**src/rtl/q_stage_ctrl.sv**
```systemverilog
// -----------------------------------------------------------------------------
// q_stage_ctrl
//
// Downstream controller for a bank of WIDTH q_flop cells. A word offered by
// upstream (valid/ready) is clocked into the bank by holding qf_clock high for
// SAMPLE_CYCLES cycles. The controller then waits for every cell to report
// quiescence on qf_ack, captures qf_out and presents it to the next stage
// (valid/ready).
//
// Optional feature (compile-time macro QSTAGE_TIMEOUT_EN):
//   When defined, a resolve wait that reaches TIMEOUT cycles without a full
//   ack pulses timeout_err for one cycle and re-clocks the bank. Retries are
//   unbounded. When undefined, the controller waits indefinitely,
//   timeout_err is tied to 0 and no timeout logic exists.
//
// Parameters:
//   WIDTH         number of q_flop cells and data width
//   SAMPLE_CYCLES cycles qf_clock is held high per sample (1..15)
//   SYNC_STAGES   depth of the qf_ack synchronizer (2..4)
//   TIMEOUT       resolve-wait limit in cycles (timeout build only)
//
// Ports:
//   clock        in   system clock, rising edge
//   reset_l      in   asynchronous active-low reset (release is synchronised)
//   in_valid     in   upstream word present on the q_flop data inputs
//   in_ready     out  controller idle and able to accept a sample
//   qf_clock     out  registered clock to all q_flop cells
//   qf_ack       in   per-cell quiescence flags, asynchronous to clock
//   qf_out       in   per-cell resolved outputs
//   out_valid    out  out_data holds a resolved word
//   out_ready    in   downstream accepts out_data
//   out_data     out  captured resolved word
//   timeout_err  out  one-cycle pulse on resolve timeout
// -----------------------------------------------------------------------------
module q_stage_ctrl #(
  parameter int WIDTH         = 8,
  parameter int SAMPLE_CYCLES = 2,
  parameter int SYNC_STAGES   = 2,
  parameter int TIMEOUT       = 64
) (
  input  logic             clock,
  input  logic             reset_l,
  input  logic             in_valid,
  output logic             in_ready,
  output logic             qf_clock,
  input  logic [WIDTH-1:0] qf_ack,
  input  logic [WIDTH-1:0] qf_out,
  output logic             out_valid,
  input  logic             out_ready,
  output logic [WIDTH-1:0] out_data,
  output logic             timeout_err
);

  // ---------------------------------------------------------------------------
  // Elaboration-time parameter legality check
  // ---------------------------------------------------------------------------
  generate
    if ((SAMPLE_CYCLES < 1) || (SAMPLE_CYCLES > 15) ||
        (SYNC_STAGES < 2) || (SYNC_STAGES > 4) ||
        (TIMEOUT <= SYNC_STAGES)) begin : g_param_check
      $error("q_stage_ctrl: illegal parameter combination");
    end
  endgenerate

  // ---------------------------------------------------------------------------
  // Local types and constants
  // ---------------------------------------------------------------------------
  typedef enum logic [1:0] {
    ST_IDLE    = 2'd0,
    ST_SAMPLE  = 2'd1,
    ST_RESOLVE = 2'd2,
    ST_PRESENT = 2'd3
  } state_t;

  localparam int SCNT_W = 4;

  // The wait counter only has to reach the ack mask depth unless the timeout
  // feature needs it to count further.
`ifdef QSTAGE_TIMEOUT_EN
  localparam int WAIT_MAX = (TIMEOUT > SYNC_STAGES) ? TIMEOUT : SYNC_STAGES;
`else
  localparam int WAIT_MAX = SYNC_STAGES;
`endif
  localparam int WCNT_W = $clog2(WAIT_MAX + 1);

  // ---------------------------------------------------------------------------
  // Signals
  // ---------------------------------------------------------------------------
  logic [1:0]        rst_sync_r;
  logic              rst_n_s;

  logic [WIDTH-1:0]  ack_sync_r [SYNC_STAGES];
  logic [WIDTH-1:0]  ack_s;
  logic              ack_all_s;
  logic              ack_ok_s;

  state_t            state_r;
  state_t            state_nxt_s;

  logic [SCNT_W-1:0] sample_cnt_r;
  logic              sample_done_s;
  logic [WCNT_W-1:0] wait_cnt_r;

  logic              qf_clock_r;
  logic              out_valid_r;
  logic [WIDTH-1:0]  out_data_r;
  logic              in_ready_s;

  // ---------------------------------------------------------------------------
  // Reset synchronizer: assertion is immediate, release is aligned to clock so
  // every flop below leaves reset on the same edge.
  // ---------------------------------------------------------------------------
  // Two-flop reset release synchronizer
  always_ff @(posedge clock or negedge reset_l) begin
    if (!reset_l) begin
      rst_sync_r <= 2'b00;
    end else begin
      rst_sync_r <= {rst_sync_r[0], 1'b1};
    end
  end

  assign rst_n_s = rst_sync_r[1];

  // ---------------------------------------------------------------------------
  // qf_ack synchronizer. qf_out is deliberately not synchronised: it is only
  // sampled once every synchronised ack bit is set, at which point the cells
  // have stopped switching.
  // ---------------------------------------------------------------------------
  // Multi-stage ack synchronizer
  always_ff @(posedge clock or negedge rst_n_s) begin
    if (!rst_n_s) begin
      for (int i = 0; i < SYNC_STAGES; i++) begin
        ack_sync_r[i] <= '0;
      end
    end else begin
      ack_sync_r[0] <= qf_ack;
      for (int i = 1; i < SYNC_STAGES; i++) begin
        ack_sync_r[i] <= ack_sync_r[i-1];
      end
    end
  end

  assign ack_s     = ack_sync_r[SYNC_STAGES-1];
  assign ack_all_s = &ack_s;

  // Acks seen within the first SYNC_STAGES cycles of RESOLVE may still be the
  // pre-sample values working their way through the synchronizer.
  assign ack_ok_s = (wait_cnt_r >= WCNT_W'(SYNC_STAGES)) && ack_all_s;

  // ---------------------------------------------------------------------------
  // Sample counter: counts edges spent in SAMPLE, zero elsewhere, so it is
  // cleared on every (re)entry into SAMPLE.
  // ---------------------------------------------------------------------------
  // Sample window counter
  always_ff @(posedge clock or negedge rst_n_s) begin
    if (!rst_n_s) begin
      sample_cnt_r <= {SCNT_W{1'b0}};
    end else if (state_r == ST_SAMPLE) begin
      sample_cnt_r <= sample_cnt_r + {{(SCNT_W-1){1'b0}}, 1'b1};
    end else begin
      sample_cnt_r <= {SCNT_W{1'b0}};
    end
  end

  assign sample_done_s = (sample_cnt_r == SCNT_W'(SAMPLE_CYCLES - 1));

  // ---------------------------------------------------------------------------
  // Wait counter: zero outside RESOLVE (hence zero on entry), increments each
  // RESOLVE cycle and saturates so it can never wrap back into the mask window.
  // ---------------------------------------------------------------------------
  // Resolve wait counter
  always_ff @(posedge clock or negedge rst_n_s) begin
    if (!rst_n_s) begin
      wait_cnt_r <= {WCNT_W{1'b0}};
    end else if (state_r == ST_RESOLVE) begin
      if (wait_cnt_r != WCNT_W'(WAIT_MAX)) begin
        wait_cnt_r <= wait_cnt_r + {{(WCNT_W-1){1'b0}}, 1'b1};
      end else begin
        wait_cnt_r <= wait_cnt_r;
      end
    end else begin
      wait_cnt_r <= {WCNT_W{1'b0}};
    end
  end

  // ---------------------------------------------------------------------------
  // Timeout detection (optional)
  // ---------------------------------------------------------------------------
`ifdef QSTAGE_TIMEOUT_EN
  logic timeout_hit_s;
  logic timeout_err_r;

  // Fires on the edge where the counter would reach TIMEOUT, so RESOLVE lasts
  // exactly TIMEOUT cycles before a retry. A full ack on that edge wins.
  assign timeout_hit_s = (state_r == ST_RESOLVE) && !ack_ok_s &&
                         (wait_cnt_r == WCNT_W'(TIMEOUT - 1));

  // Registered one-cycle timeout pulse
  always_ff @(posedge clock or negedge rst_n_s) begin
    if (!rst_n_s) begin
      timeout_err_r <= 1'b0;
    end else begin
      timeout_err_r <= timeout_hit_s;
    end
  end

  assign timeout_err = timeout_err_r;
`else
  assign timeout_err = 1'b0;
`endif

  // ---------------------------------------------------------------------------
  // FSM
  // ---------------------------------------------------------------------------
  // State register
  always_ff @(posedge clock or negedge rst_n_s) begin
    if (!rst_n_s) begin
      state_r <= ST_IDLE;
    end else begin
      state_r <= state_nxt_s;
    end
  end

  // Next-state decode
  always_comb begin
    state_nxt_s = state_r;
    case (state_r)
      ST_IDLE: begin
        if (in_valid) begin
          state_nxt_s = ST_SAMPLE;
        end else begin
          state_nxt_s = ST_IDLE;
        end
      end
      ST_SAMPLE: begin
        if (sample_done_s) begin
          state_nxt_s = ST_RESOLVE;
        end else begin
          state_nxt_s = ST_SAMPLE;
        end
      end
      ST_RESOLVE: begin
        if (ack_ok_s) begin
          state_nxt_s = ST_PRESENT;
`ifdef QSTAGE_TIMEOUT_EN
        end else if (timeout_hit_s) begin
          state_nxt_s = ST_SAMPLE;
`endif
        end else begin
          state_nxt_s = ST_RESOLVE;
        end
      end
      ST_PRESENT: begin
        if (out_ready) begin
          state_nxt_s = ST_IDLE;
        end else begin
          state_nxt_s = ST_PRESENT;
        end
      end
      default: begin
        state_nxt_s = ST_IDLE;
      end
    endcase
  end

  // Output decode: ready only while idle (no same-cycle bypass)
  always_comb begin
    in_ready_s = 1'b0;
    if (state_r == ST_IDLE) begin
      in_ready_s = 1'b1;
    end else begin
      in_ready_s = 1'b0;
    end
  end

  assign in_ready = in_ready_s;

  // ---------------------------------------------------------------------------
  // Registered outputs. qf_clock and out_valid are flops driven from the next
  // state, so qf_clock cannot glitch and both track the FSM with no lag.
  // ---------------------------------------------------------------------------
  // Output registers and data capture
  always_ff @(posedge clock or negedge rst_n_s) begin
    if (!rst_n_s) begin
      qf_clock_r  <= 1'b0;
      out_valid_r <= 1'b0;
      out_data_r  <= {WIDTH{1'b0}};
    end else begin
      qf_clock_r  <= (state_nxt_s == ST_SAMPLE);
      out_valid_r <= (state_nxt_s == ST_PRESENT);
      if ((state_r == ST_RESOLVE) && ack_ok_s) begin
        out_data_r <= qf_out;
      end else begin
        out_data_r <= out_data_r;
      end
    end
  end

  assign qf_clock  = qf_clock_r;
  assign out_valid = out_valid_r;
  assign out_data  = out_data_r;

endmodule

```
**config.mk**
```make
export PLATFORM = sky130hd
export DESIGN_NAME = q_stage_ctrl
export DESIGN_NICKNAME = d
export VERILOG_FILES = /design/src/rtl/q_stage_ctrl.sv
export SDC_FILE = /design/constraint.sdc
export NUM_CORES = 1
export LEC_CHECK = 0
export CAP_MARGIN = 0
export CORE_MARGIN = 2
export CORE_UTILIZATION = 47
export DETAILED_ROUTE_END_ITERATION = 10
export MAX_ROUTING_LAYER = met4
export PLACE_DENSITY = 0.77
export SLEW_MARGIN = 40
export SYNTH_ARGS = -nofsm -noshare
export SYNTH_HDL_FRONTEND = slang
export SYNTH_SLANG_ARGS = --single-unit
```
**constraint.sdc**
```tcl
create_clock -name clock -period 1.4 [get_ports clock]
set_input_delay 0.14 -clock clock [delete_from_list [all_inputs] [get_ports clock]]
set_output_delay 0.14 -clock clock [all_outputs]
set_load 0.03 [all_outputs]
```
==> key figures <==
Outcome
  • Status: complete, but fails checks
  • Failing checks: negative setup slack

Route
  • Via density: 4.58
  • DRC: 0
  • Drt total wl: 1940 um
  • DR vias: 756
  • Pre-antenna DRT Iters: 2
  • Iteration-0 DRC count of the detailed router: 2
  • Wirelength per Cell: 11.7 um
  • Post-route ant nets: 0

Timing
  • Slew Limit Fails: 0
  • Final setup margin: -0.0961 ns
  • RSZ-0062 raised after global routing: true
  • F_max: 668 MHz
  • Final hold vios: 0
  • Setup Skew: 0.0102 ns
  • Fin crit share: 1.07
  • Final setup viols: 8
  • Min cycle time layout: 1.50 ns

Synthesis
  • Mapped Area: 1250 um^2
  • Synth Area in Simple Gates: 0.102
  • Compound-Gate Fraction of Synth Area: 0.0331
  • Syn nets: 106
  • Unique masters post-synth: 22
  • Post-synthesis sequential area ratio: 0.723
  • Syn Inst Count: 83
  • Largest family of logic cells by synthesized area: simple AND/OR/NAND/NOR gates
  • Number of synthesized register bits: 36
  • Synthesis Warnings: 0
  • XOR/XNOR share of the synthesized area: 0.0211
  • Synth Area in Adders: 0.0301
  • Avg Synthesized Cell Area: 15.0 um^2
  • Multiplexer share of the synthesized area: 0.0723

Power and ir drop
  • Internal power: 1.71 mW
  • Switching part of the total: 0.307
  • Peak VDD IR: 1.06 mV
  • LEAKAGE: 0.888 nW
  • PwrDens: 1380 nW/um^2
  • Clk pwr share: 0.218
  • Total power: 2.47 mW
  • Comb power frac: 0.284
  • Seq pwr share: 0.498
  • P_sw: 760 uW

Placement
  • HPWL after detailed placement: 1320 um
  • I/O Buffers: 30
  • Routability cong.: 0.785
  • Cell total after placement: 153

Flow run
  • Max Cap Viol: 0

Hold path
  • Hold Path Depth: 1
  • Hold path endpoint: ack_sync_r[11]
  • Min-Delay Path Class: in2reg
  • Worst hold start: qf_ack[3]

Global routing
  • Initial antenna violation count: 0
  • GR Overflow Total: 0
  • Pin count of the biggest net entering global routing: 35
  • First-pass GRT wire length: 3280 um
  • GR Util All Layers: 0.144
  • Via count of the first global-routing pass: 780

Worst setup path
  • R2R Path End: out_data[2]
  • Data arrival, critical path: 1.72 ns
  • Worst-path cell chain: inv_2 -> ha_4 -> nor2_4 -> nor4_4 -> buf_6 -> mux2_2
  • CP Class: reg2reg
  • Crit-path max FO: 6
  • R2R Path Start: wait_cnt_r[0]
  • Nature of the critical path startpoint: register
  • Worst R2R Path Depth: 6
  • CP required: 1.62 ns
  • Worst setup EP type: register
  • Internal reg-to-reg setup slack: -0.1 ns
  • Slowest stage delay, CP: 0.40 ns
  • CP max stage cell: dfrtp_1

Clocking
  • Sink Count: 36
  • CTS clk-pin slew, worst paths: 0.11 ns
  • CTS tree: built
  • TritonCTS Buffers: 5
  • CTS Root Cell: clkbuf_4
  • Clk_lat worst skew: 0.32 ns
  • CTS H-tree lvls: 2
  • CTS Buffer Depth: 2

Finish
  • Layout cell share with drive strength beyond 1: 0.281
  • FILL cells: 182
  • Synthesis-to-finish area growth: 44.0%
  • Antenna diode count: 0
  • Finished Layout Cells: 165
  • Fin nets: 157
  • Layout Utilization: 0.718

Floorplan
  • Core box area: 2500 um^2
  • Placement Rows: 18
  • Die width: 55.5 um
  • DIE HEIGHT: 55.5 um
  • IO Count: 32
  • Starting Density: 0.498
  • Die ar.: 3080 um^2
==> timing repair <==
item | 4_1_cts | 5_1_grt
gates resized for setup | 12 | 5
setup buffers | 2 | 1
endpoints found under the hold margin | 2 | 0
setup endpoints to repair | 18 | 10
hold buffers | 1 | 0
==> synth_stat cells <==
cell type,number,area (um^2)
buf_4,1,7.51
nand3_1,1,5.00
inv_1,2,7.51
dfrtp_1,36,901
nand2_1,3,11.3
xnor2_1,1,8.76
and2b_1,1,7.51
nand2b_1,1,6.26
xor2_1,2,17.5
a21o_1,1,7.51
o21ai_0,1,5.00
nor4_4,1,21.3
nor4b_1,1,8.76
mux2_2,8,90.1
o21bai_1,2,15.0
a21oi_1,1,5.00
ha_1,3,37.5
a311oi_1,1,8.76
nor2_1,11,41.3
conb_1,2,7.51
nand2b_4,1,13.8
nand4_1,2,12.5
==> per-layer routing <==
| layer | track usage | up-vias | part of all wire |
|---|---|---|---|
| met5 | - | - | 0 |
| met4 | 0.0836 | 0 | 0.012 |
| met3 | 0.0468 | 2 | 0.043 |
| met2 | 0.226 | 19 | 0.54 |
| met1 | 0.160 | 360 | 0.41 |
| li1 | - | 375 | - |
==> flip-flops by register name, indices dropped and copies added (netlist names) <==
signal,cells
ack_s,8
ack_sync_r,8
out_data,8
out_valid,1
qf_clock,1
rst_sync_r,2
sample_cnt_r,4
state_r,2
wait_cnt_r,2
==> cell type report <==
type,count,area [um^2],share of cell area
clock inverter,3,23.8,0.0132
timing repair buffer,45,408,0.227
tap,30,37.5,0.0209
clock buffer,5,37.5,0.0209
inverter,2,7.51,0.00418
sequential,36,901,0.502
multi-input combinational,44,379,0.211
==> power by group through the flow <==
| stage | Sequential (mW) | Clock, mW | Combinational [mW] |
|---|---|---|---|
| finish | 1.23 | 0.539 | 0.703 |
| global route | 1.25 | 0.611 | 0.774 |
| CTS | 1.23 | 0.560 | 0.649 |
| detailed placement | 1.26 | 0 | 0.656 |
| global placement | 1.25 | 0 | 0.634 |
| floorplan | 1.33 | 0 | 0.284 |
==> cell families (layout without fill, tap and decap cells) <==
kind of cell | after synthesis | after routing
buffers and inverters | 3 | 55
AOI/OAI and AO/OA | 6 | 6
xor gates and xnor gates | 3 | 3
DFF | 36 | 36
muxes | 8 | 8
other | 2 | 2
adders and majority gates | 3 | 3
and+or+nand+nor | 22 | 22
==> worst max path at each step <==
| stage | startpoint | endpoint | slack, ns | cells after the start |
|---|---|---|---|---|
| after floorplan | wait_cnt_r[0] | out_data[0] | -0.20 | 5 |
| after global placement | wait_cnt_r[0] | out_data[7] | -0.06 | 6 |
| after detailed placement | wait_cnt_r[0] | out_data[6] | -0.10 | 6 |
| after CTS | wait_cnt_r[0] | out_data[2] | -0.11 | 6 |
| after global routing | wait_cnt_r[0] | out_data[7] | -0.16 | 6 |
| final | wait_cnt_r[0] | out_data[2] | -0.1 | 6 |
==> cell usage in the layout, fill, tap and decap left out, types with 2 or more instances in the layout <==
master,Yosys,final
nand2_1,3,3
mux2_2,8,4
xor2_1,2,2
clkdlybuf4s50_1,0,19
clkbuf_4,0,5
conb_1,2,2
buf_4,1,13
buf_6,0,2
dlygate4sd2_1,0,10
nor2_1,11,9
ha_1,3,2
dfrtp_1,36,36
clkinvlp_4,0,2
mux2_4,0,4
nand4_1,2,2
==> critical path, delay by kind of cell (launching register included) <==
family	cells	cell delay, ns
DFF	1	0.40
muxes	1	0.33
and+or+nand+nor	2	0.27
buffers and inverters	2	0.24
adders and majority gates	1	0.14
==> per-stage QoR <==
stage | cell area (um^2) | setup TNS, ns | worst slack, ns | hold slack, ns
4_1_cts | 1760 | -0.708 | -0.112 | 0.228
3_5_place_dp | 1680 | -0.667 | -0.104 | 0.281
6_report | 1790 | -0.638 | -0.0961 | 0.239
2_1_floorplan | 1270 | -1.58 | -0.203 | -0.156
3_3_place_gp | 1680 | -0.421 | -0.0627 | 0.268
5_1_grt | 1790 | -1.14 | -0.163 | 0.212
Power figures use the tool's default switching activity.
==> edit 1, RTL diff (same settings) <==
Change the parameter `SYNC_STAGES` from 2 to 4. Comments in the files are not updated.
--- a/src/rtl/q_stage_ctrl.sv
+++ b/src/rtl/q_stage_ctrl.sv
@@ -35,7 +35,7 @@
 module q_stage_ctrl #(
   parameter int WIDTH         = 8,
   parameter int SAMPLE_CYCLES = 2,
-  parameter int SYNC_STAGES   = 2,
+  parameter int SYNC_STAGES   = 4,
   parameter int TIMEOUT       = 64
 ) (
   input  logic             clock,
Behaviour: not the same (Yosys sat finds a counterexample within 10 cycles, from zero or initial values and one cycle with reset_l low).
==> edit 1 against the unedited design <==
  * The run still ends with negative setup slack left
  * Synthesized cell count is 28% higher
  * Synthesized area increased by 37%
  * Sequential share of layout area rose by 10 points
  * Setup slack worse by 0.037 ns
  * Routed wire length up 30%
  * Sequential power rose by 45%
  * Combinational power decreased by 2%
  * Total power is 23% higher
  * Design area is 22% higher
  * Sequential cell count is 17 higher
  * Critical path depth fell by 2
==> edit 1: results (changes against the unedited design) <==
grt met2 use: 25.1% (+2.5 points)
count of buffers added by post-CTS timing repair for setup: 0 (-2)
sequential-to-total area share from yosys stat: 77.9% (+5.6 points)
count of endpoints failing setup in the final report: 8 (unchanged)
fill cell instance count of the final layout: 275 (+51%)
violations in the final reports: negative setup slack
maximum clock skew at final layout: 0.00715 ns (-0.00303 ns)
Setup Slack @ Placement: -0.106 ns (-0.00132 ns)
Vias per Instance: 4.68 (+2.2%)
source of the worst hold timing path: qf_ack[2]
global placer's final weighted congestion: 0.665 (-15%)
worst vdd rail ir drop: 0.777 mV (-27%)
final setup slack of the worst path: -0.133 ns (-0.0374 ns)
Skew-Pair Late Insertion Delay: 0.34 ns (+0.02 ns)
leading post-synthesis cells by instance count: dfrtp_1, nor2_1, mux2_2
pin count of the biggest net entering global routing: 52 (+49%)
GR Layer Usage met3: 4.40% (-0.28 points)
global routing met1 resource utilization: 15.6% (-0.33 points)
critical path data arrival time: 1.77 ns (+0.05 ns)
vias in the first global route: 1,029 (+32%)
average detailed-routed wire length per instance: 12.9 um (+9.7%)
share of cells above drive strength 1: 19.3% (-8.8 points)
synthesized-area fraction occupied by xor and xnor cells: 1.54% (-0.57 points)
fin nets: 174 (+11%)
result of the run: complete, but fails checks
top cells by area, synth: dfrtp_1, mux2_2, ha_1
Synthesized Nets: 130 (+23%)
number of violations reported at the end of detailed-routing iteration 0: 22 (+20)
cells resized by post-CTS repair: 16 (+4)
Synth Area in Compound Gates: 2.35% (-0.96 points)
==> edit 1: cell count changes after synthesis, sizes merged, moves of 2 or more <==
cell / change
dfrtp: +17
inv: +2
nand2: +2
nand3: +2
a31oi: +2
o21bai: -2
==> edit 1: per-stage QoR <==
stage          instances  TNS [ns]
2_1_floorplan        106    -0.542
4_1_cts              195    -0.840
3_3_place_gp         187    -0.306
3_5_place_dp         187    -0.743
6_report             196     -1.01
5_1_grt              196     -1.52
==> edit 1: final cells by class <==
cell class | count | area [um^2] | share of cell area (%)
tap | 46 | 57.6 | 2.62
inverter | 4 | 15.0 | 0.684
timing repair buffer | 38 | 362 | 16.5
clock inverter | 1 | 5.00 | 0.228
clock buffer | 6 | 41.3 | 1.88
multi-input combinational | 48 | 388 | 17.7
sequential | 53 | 1330 | 60.5
==> edit 1: power groups by stage <==
stage               combinational (W)  clock (W)  sequential, W
floorplan                    0.000307          0        0.00190
global placement             0.000654          0        0.00180
detailed placement           0.000696          0        0.00181
CTS                          0.000672   0.000620        0.00178
global route                 0.000759   0.000687        0.00180
finish                       0.000687   0.000585        0.00178
==> edit 1: final timing paths <==
path / to / slack, ns / cells after the start
max reg2reg: out_data[2] / -0.13 / 4
min: ack_sync_r[26] / 0.22 / 1
max in group asynchronous: rst_sync_r[1] / 0.79 / 2
max: out_data[2] / -0.13 / 4
min in group asynchronous: ack_sync_r[13] / 0.26 / 1
min reg2reg: ack_sync_r[13] / 0.26 / 1
==> edit 1: metal layers <==
layer	up-vias	wire length [um]
met5	-	0
li1	432	-
met1	457	1030
met4	0	46
met3	7	105
met2	22	1340
==> edit 1: worst max-delay path, stage by stage, from the launching register on <==
cell and delay [ns]:
dfrtp_1 0.41, nand2b_4 0.17, nor4_4 0.32, buf_6 0.21, mux2_4 0.32
==> edit 2, RTL diff (same flow settings) <==
Without the edit above. Re-encode `state_t` (4 states) as Gray code, 2 bits wide.
--- a/src/rtl/q_stage_ctrl.sv
+++ b/src/rtl/q_stage_ctrl.sv
@@ -66,10 +66,10 @@
   // Local types and constants
   // ---------------------------------------------------------------------------
   typedef enum logic [1:0] {
-    ST_IDLE    = 2'd0,
-    ST_SAMPLE  = 2'd1,
-    ST_RESOLVE = 2'd2,
-    ST_PRESENT = 2'd3
+    ST_IDLE    = 2'b00,
+    ST_SAMPLE  = 2'b01,
+    ST_RESOLVE = 2'b11,
+    ST_PRESENT = 2'b10
   } state_t;
 
   localparam int SCNT_W = 4;
Function: no difference found for any inputs over 10 cycles, from zero or initial values and one cycle with reset_l low; not proved beyond that.
==> edit 2 against the unedited design <==
  * Sequential cell count stayed put
  * First-iteration DRC count rose to 3.5 times the old value
  * Largest power group unchanged
  * Hold slack worse by 0.017 ns
  * Total power up 6.4%
  * Routed wire length grew 13%
  * Global-route usage rose by 2.9 points
  * Synthesized area shrank 1.0%
  * Largest cell class unchanged
  * Design area is 0.77% lower
  * The flow still finishes with violations (negative setup slack)
  * Setup slack improved by 0.020 ns
  * Sequential share of layout area up 0.39 points
==> edit 2: results (changes against the unedited design) <==
Skew-Pair Late Insertion Delay: 0.34 ns (+0.02 ns)
final setup slack of the worst path: -0.0766 ns (+0.0196 ns)
All-Layer GR Usage: 17.3% (+2.9 points)
area fraction of clock buffers and clock inverters: 4.71% (+1.3 points)
leading post-synthesis cells by instance count: dfrtp_1, nor2_1, mux2_2
Synth cell types: 21 (-4.5%)
worst hold slack: 0.222 ns (-0.0167 ns)
Routed met3 length: 114 um (+36%)
global routing met1 resource utilization: 17.2% (+1.3 points)
global placer's final weighted congestion: 0.700 (-11%)
Seq area share: 50.6% (+0.39 points)
fill cell instance count of the final layout: 174 (-4.4%)
Power Combinational: 0.000675 W (-4.0%)
cells resized by post-CTS repair: 17 (+5)
number of synthesis warnings: 0 (unchanged)
average detailed-routed wire length per instance: 13.5 um (+15%)
bufs w/o clock: 43 (-4.4%)
critical path data arrival time: 1.71 ns
GR Layer Usage met3: 7.96% (+3.3 points)
signal buffers share of area: 21.6% (-1.1 points)
number of multi-input logic gates: 42 (-4.5%)
area of the multi-input gates: 362 um^2 (-4.6%)
count of input and output buffers: 30 (unchanged)
met2 routed wirelength: 1.17 mm (+12%)
top cells by area, synth: dfrtp_1, mux2_2, nor2_1
cell at the root of the clock tree: clkbuf_4
violations in the final reports: negative setup slack
number of violations reported at the end of detailed-routing iteration 0: 7 (+5)
met1 layer wirelength in the final routing: 843 um (+7.4%)
power attributed to the clock group: 0.000731 W (+36%)
worst vdd rail ir drop: 1.30 mV (+22%)
result of the run: complete, but fails checks
final antenna diode count: 0 (unchanged)
grt met2 use: 29.1% (+6.5 points)
Crit-path slowest cell: dfrtp_1
maximum clock skew at final layout: 0.00646 ns (-0.00372 ns)
share of cells above drive strength 1: 27.3% (-0.88 points)
nonclk inv count: 3 (+1)
count of state elements after synthesis: 36 (unchanged)
first-pass GRT wire length: 3.75 mm (+15%)
leakage component of the power: 0.873 nW (-1.7%)
mux contribution to synthesized area: 7.30% (+0.073 points)
count of endpoints failing setup in the final report: 8 (unchanged)
sequential-to-total area share from yosys stat: 73.0% (+0.73 points)
vias in the first global route: 828 (+6.2%)
number of buffers inserted by hold repair at cts: 1 (unchanged)
Synth Area in Compound Gates: 3.35% (+0.034 points)
CP delay by family, top: flip-flops
peak fanout along the critical path: 4 (-2)
number of iterations in the first detailed-routing pass: 4 (+2)
sw power: 0.000784 W (+3.1%)
Synth Area in Adders: 3.04% (+0.031 points)
placed inst area: 1650 um^2 (-1.8%)
fin nets: 154 (-1.9%)
synthesized-area fraction occupied by xor and xnor cells: 2.13% (+0.021 points)
Vias per Instance: 4.85 (+5.9%)
post-synthesis area per instance: 14.9 um^2 (-1.0%)
HPWL reported at the end of detailed placement: 1.59 mm (+20%)
[edit 2: metrics by stage]
stage               setup WS (ns)  cells  TNS (ns)  utilization (%)  power, W
global route               -0.158    162     -1.13             71.9   0.00279
detailed placement         -0.101    150    -0.739             66.6   0.00191
floorplan                  -0.124     83    -0.946                -   0.00165
CTS                       -0.0674    161    -0.498             71.6   0.00266
finish                    -0.0766    162    -0.569             71.9   0.00263
global placement          -0.0472    150    -0.336             66.6   0.00186
[edit 2: final timing paths]
check                               from             end  depth (start not counted)
setup / recovery           wait_cnt_r[0]     out_data[3]                          6
hold / removal                 qf_ack[7]  ack_sync_r[15]                          1
setup reg to reg           wait_cnt_r[0]     out_data[3]                          6
hold reg to reg            rst_sync_r[1]     out_data[5]                          1
max in group asynchronous        reset_l   rst_sync_r[1]                          2
min in group asynchronous  rst_sync_r[1]     out_data[5]                          1
